File: src/rtl/memory_initiator.sv
// Single-outstanding bus initiator for the data Memory ren/wen/addr/din/dout port.
// Every access runs SETUP -> STROBE (WAIT_CYCLES) -> HOLD -> RESP so that addr/din never move under a strobe.
module memory_initiator #(
  parameter int WAIT_CYCLES = 1,
  parameter int ADDR_BITS   = 12
) (
  input  logic        clock,
  input  logic        reset,
  input  logic        req_valid,
  output logic        req_ready,
  input  logic        req_write,
  input  logic [31:0] req_addr,
  input  logic [31:0] req_wdata,
  output logic        rsp_valid,
  output logic [31:0] rsp_rdata,
  output logic        rsp_error,
  output logic [31:0] mem_addr,
  output logic        mem_ren,
  output logic        mem_wen,
  output logic [31:0] mem_din,
  input  logic [31:0] mem_dout
);

  if (WAIT_CYCLES < 1 || WAIT_CYCLES > 255) begin : g_bad_wait
    $error("memory_initiator: WAIT_CYCLES=%0d is outside the legal range 1..255", WAIT_CYCLES);
  end

  localparam logic [7:0] COUNT_LOAD = 8'(WAIT_CYCLES - 1);

  typedef enum logic [2:0] {IDLE, SETUP, STROBE, HOLD, RESP} state_t;

  state_t      state;
  logic        write_q;
  logic        error_q;
  logic [7:0]  count;
  logic [31:0] rdata_q;
  logic        addr_in_range;

  assign addr_in_range = ~|(req_addr >> ADDR_BITS);

  // mem_addr/mem_din load only on the accept edge, so they are stable across SETUP/STROBE/HOLD.
  always_ff @(posedge clock or posedge reset) begin
    if (reset) begin
      state    <= IDLE;
      write_q  <= 1'b0;
      error_q  <= 1'b0;
      count    <= 8'd0;
      rdata_q  <= 32'd0;
      mem_addr <= 32'd0;
      mem_din  <= 32'd0;
    end else begin
      case (state)
        IDLE: begin
          if (req_valid) begin
            write_q  <= req_write;
            error_q  <= ~addr_in_range;
            rdata_q  <= 32'd0;
            mem_addr <= req_addr;
            mem_din  <= req_wdata;
            state    <= addr_in_range ? SETUP : RESP;
          end
        end
        SETUP: begin
          count <= COUNT_LOAD;
          state <= STROBE;
        end
        STROBE: begin
          if (count == 8'd0) begin
            if (!write_q) rdata_q <= mem_dout;
            state <= HOLD;
          end else begin
            count <= count - 8'd1;
          end
        end
        HOLD:    state <= RESP;
        RESP:    state <= IDLE;
        default: state <= IDLE;
      endcase
    end
  end

  // Strobes and handshake outputs decode only registered state, so reset drops them at once.
  assign req_ready = (state == IDLE);
  assign mem_ren   = (state == STROBE) && !write_q;
  assign mem_wen   = (state == STROBE) &&  write_q;
  assign rsp_valid = (state == RESP);
  assign rsp_rdata = (state == RESP) ? rdata_q : 32'd0;
  assign rsp_error = (state == RESP) && error_q;

  always_ff @(posedge clock) begin
    if (!reset) begin
      assert (!(mem_ren && mem_wen))
        else $error("memory_initiator: mem_ren and mem_wen asserted together");
    end
  end

endmodule

File: config.mk
export PLATFORM = sky130hd
export DESIGN_NAME = memory_initiator
export DESIGN_NICKNAME = d
export VERILOG_FILES = /design/src/rtl/memory_initiator.sv
export SDC_FILE = /design/constraint.sdc
export NUM_CORES = 1
export LEC_CHECK = 0
export ABC_AREA = 1
export BUFFER_PORTS_ARGS = -buffer_cell sky130_fd_sc_hd__buf_2
export CAP_MARGIN = 20
export CORE_ASPECT_RATIO = 0.9
export CORE_MARGIN = 10
export CORE_UTILIZATION = 49
export DETAILED_ROUTE_END_ITERATION = 8
export PLACE_DENSITY = 0.8
export SLEW_MARGIN = 10
export SYNTH_ARGS = -nofsm -noshare
export SYNTH_HDL_FRONTEND = slang
export SYNTH_SLANG_ARGS = --single-unit
File: constraint.sdc
create_clock -name clock -period 4.1 [get_ports clock]
set_clock_uncertainty 0.15 [all_clocks]
set_input_delay 0.615 -clock clock [delete_from_list [all_inputs] [get_ports clock]]
set_output_delay 0.615 -clock clock [all_outputs]
set_load 0.03 [all_outputs]
-- Yosys cells after proc, flatten, opt, wreduce, memory -nomap -nowiden
Cells that the tools add are included.
- add/sub/neg operators: 1
- eq/ne operators: 8
- mux-type cells: 11
- reduce and logical (&&, ||, !) cells: 13
- operators by type and width (operator ; count):
    $mux 32 ; 4
    $pmux 32 s2 ; 1
    $reduce_or 20->1 ; 1
    $pmux 8 s2 ; 1
    $pmux 3 s4 ; 1
    $mux 3 ; 3
    $logic_not 8->1 ; 1
    $mux 8 ; 1
    $ne 2x2->1 const B ; 4
    $sub 8x1->8 const B ; 1
    $eq 3x2->1 const B ; 2
    $reduce_and 2->1 ; 3
    $reduce_and 4->1 ; 1
    $reduce_bool 2->1 ; 2
    $eq 3x1->1 const B ; 1
    $eq 3x3->1 const B ; 1
    $logic_and 1x1->1 ; 3
    $logic_not 3->1 ; 1
    $logic_not 1->1 ; 1
- flip-flop bits (word level): 109
- input bits: 100
- word-level logic and storage cells: 40

-- Depth between registers and ports, before layout
- depth after elaboration: 4
- depth in mapped cells: 8

-- Worst setup path after synthesis
No wires, ideal clock.
- path type: register to output
- from: register state[0]
- to: output rsp_rdata[11]
- data arrival time: 2000 ps
- slack: 1335 ps
- stages on the path, launching flop included: 6
- cells stage by stage: dfrtp_1 -> or2_1 -> nor2_1 -> inv_1 -> buf_1 -> nor2_1
- cells in the longest elaborated chain, start to end: 2
- RTL lines (item ; RTL line ; source):
    from (decl) ; 32 ; state_t state;
    from (signal assigned) ; 60 ; state <= addr_in_range ? SETUP : RESP;
    $eq 3x3->1 ; n/a ;
    named net rsp_valid ; 14 ; output logic rsp_valid,
    $mux 32 ; 87 ; assign rsp_rdata = (state == RESP) ? rdata_q : 32'd0;
    to (decl) ; 15 ; output logic [31:0] rsp_rdata,
The timed path passes the listed nets, and every way through them passes these cells.

-- Final worst setup path
- from: register state[0]
- to: output rsp_rdata[2]
- cells in the longest elaborated chain, start to end: 2
- RTL lines (item ; RTL line):
    $eq 3x3->1 ; 87
    $mux 32 ; 87
No other way between the ends.

==> results_dict.tcl <==
set metrics [dict create \
    die-area_mm2 0.01489 \
    clkTransAtPathRegs_ns 0.08 \
    grt_first_pass_wirelength_mm 23.25 \
    drv_slew 0 \
    viasPerCell 4.732 \
    ios 201 \
    routed_wl_mm 14.22 \
    synth_cells 670 \
    vias 4675 \
    clock-root-buffer "clkbuf_16" \
    drive_gt1_share_pct 27.01 \
    multi_input_area_mm2 0.001873 \
    p_sw_share_pct 46.16 \
    detail-route-antenna-nets 0 \
    drv_cap 0 \
    ys_warn_count 0 \
    post_cts_buffers 0 \
    status "completed" \
    clock_latency_ns 0.34 \
    dp_hpwl_mm 10.37 \
    p_int_uw 2299 \
    pwr-share-clk_pct 20.2 \
    synth-seq-cells 109 \
    crit_path_max_incr_delay_ns 0.46 \
    worstPathRequired_ns 3.34 \
    design.core.area_mm2 0.01020 \
    cts_tree "done" \
    synth_nets 772 \
    synthDominantCellAreaShare_pct 53.48 \
    r2r_start "state[0]" \
    pre_cts_slack_ns 1.578 \
    cts_buffer_depth 2 \
    crit_family "simple AND/OR/NAND/NOR gates" \
    net-switching-power_uw 1971 \
    portBuffers 200 \
    num-fill-cells 905 \
    remaining_drc_errors 0 \
    yosysSeqAreaShare_pct 53.48 \
    yosys-top-cells-area "dfrtp_1 53%, nand2_1 20%, nor2_1 6.7%" \
    grt-ovfl-total 0 \
    wl_met2_mm 5.999 \
    met3_length_mm 1.762 \
    layout.nets 956 \
    ff_latch_area_mm2 0.002728 \
    reg2reg_slack_ns 1.63 \
    seq_power_share_pct 37.6 \
    tns_ns 0 \
    crit_path_end_kind "primary output" \
    timing.final.crit_share_pct 69.93 \
    grt_max_degree 88 \
    area_growth_pct 26.35 \
    min_period_ns 2.867 \
    min_path_type "input port to async pin" \
    die_h_um 116.8 \
    ctsHoldBuffers 0 \
    row_count 35 \
    critPathLaunchType "register" \
    netlist_area_mm2 0.005100 \
    worstMarginPinSlew_ns 1.018 \
    hold_viol_final 0 \
    routabilityCongestion 0.8479 \
    cp_max_fo 33 \
    vdd_ir_drop_max_mv 0.4580 \
    dieWidth_um 127.5 \
    path_cells "or2_1, nor2_1, inv_1, nor2_1, buf_2" \
    max_freq_ghz 0.3488 \
    grt_pass1_vias 4755 \
    avgSynthCellArea_um2 7.612 \
    crit_arrival_ns 2.10 \
    relSlewSlack_pct 32.12 \
    wl_met1_mm 6.306 \
    synth_cell_type_count 26 \
    cts_buffers 9 \
    p_per_area_mw_per_mm2 662.8 \
    highest_layer "met4" \
    design_area_mm2 0.006444 \
    rr_endpoint "rdata_q[29]" \
    start_util_pct 49.98 \
    reg2reg_depth 6 \
    h-tree-depth 3 \
    antennaDiodeCount 0 \
    place_area_mm2 0.006118 \
    combPwrFrac_pct 42.3 \
    final-setup-viol-count 0 \
    critPathBufInv 2 \
    cts-resized-gates 0 \
    slowest_stage "dfrtp_1" \
    leakagePower_uw 0.003850 \
    drt-initial-drc-count 390 \
    cp_common_cell "nor2_1" \
    worst-setup-path-type "register to primary output" \
    clock_sinks 109 \
    wire_per_inst_um 14.39 \
    drtPass1Iterations 5 \
    rsz0062_at_grt "no" \
    fin_ws_ns 1.233 \
    synth.largest_area_cell "dfrtp_1" \
    grt_usage_pct 18.85 \
    antenna_found_initial 1 \
]
[per-stage QoR]
stage / utilization (%) / hold WS [ns] / cells / total power, uW
final: 63.15 / 0.05367 / 988 / 4271
after global routing: 63.15 / 0.06311 / 988 / 4540
after floorplan: - / 0.2995 / 670 / 2874
after CTS: 62.88 / 0.3021 / 987 / 4311
after global placement: 59.96 / 0.3079 / 971 / 3416
after detailed placement: 59.96 / 0.3103 / 971 / 3443
[layout make-up]
| cell class | count | area share (%) |
|---|---|---|
| multi-input cells | 443 | 29.07 |
| well taps | 129 | 2.505 |
| repair buffers | 205 | 16.43 |
| clock buffers | 10 | 3.709 |
| flip-flops and latches | 109 | 42.33 |
| clock inverters | 6 | 0.9126 |
| inverters | 86 | 5.049 |
[cell usage in the layout (no fill, tap or decap), types with 4 or more instances in the layout]
cell type  synthesis  routed
nand2_1          278     278
buf_2              9     200
dfrtp_1          109     109
nor2_1            91      91
inv_1             83      82
nand4_1           34      34
nand3_1           10      10
o21ai_0           10      10
clkbuf_16          0       9
o21ai_1            4       4
buf_4             10       4
[worst reg2reg max path, stage by stage, from the launching register on]
cell	delay, ns
dfrtp_1	0.48
or2_1	0.21
nor2_4	0.06
nand2_2	0.48
nand3_2	0.66
nand2_1	0.23
nand2_1	0.08
[cells in the mapped netlist]
library cell / instances
ha_1: 2
buf_4: 10
clkbuf_1: 9
buf_1: 2
nor2_1: 91
nand2_2: 2
xnor2_1: 1
o21ai_4: 1
a21oi_1: 2
nand3_1: 10
o21ai_0: 10
o21ai_1: 4
nand3_2: 1
nor2_4: 1
dfrtp_1: 109
nor3_4: 1
or2_1: 1
nand4_1: 34
nand2_1: 278
inv_1: 83
xor2_1: 1
inv_2: 3
a211oi_2: 1
buf_2: 9
buf_6: 2
nor3_1: 2
[how the worst max path moves through the flow]
stage | from | to | depth (start not counted)
detailed placement | state[0] | rsp_rdata[7] | 5
floorplan | reset | count[0] | 1
CTS | state[0] | rsp_rdata[7] | 5
global placement | state[0] | rsp_rdata[9] | 5
global route | state[0] | rsp_rdata[17] | 5
finish | state[0] | rsp_rdata[2] | 5
[power by group through the flow]
stage                     clock (uW)  combinational, uW  sequential, uW
final                            861               1810            1600
after global routing             922               1970            1650
after CTS                        875               1830            1610
after detailed placement           0               1850            1600
after global placement             0               1810            1610
after floorplan                    0                638            2240
[registers in the layout, summed over array words and instances (netlist names)]
signal / count
error_q: 1
state: 3
count: 8
write_q: 1
rdata_q: 32
mem_addr: 32
mem_din: 32
[cells by family (layout without fill, tap and decap cells)]
logic type	after synthesis	count (layout)	synth area share [%]
xor gates and xnor gates	2	2	0.3435
DFF	109	109	53.48
AOI/OAI and AO/OA	18	18	2.135
adders and majority gates	2	2	0.4906
buffers and inverters	118	307	9.936
and+or+nand+nor	421	421	33.61
[metal layers]
metal  track usage, %  vias to the layer above
li1                 -                     2385
met1            24.45                     2094
met2            27.23                      183
met3            9.680                       13
met4            4.701                        0
met5                0                        -
Power figures use the tool's default switching activity.
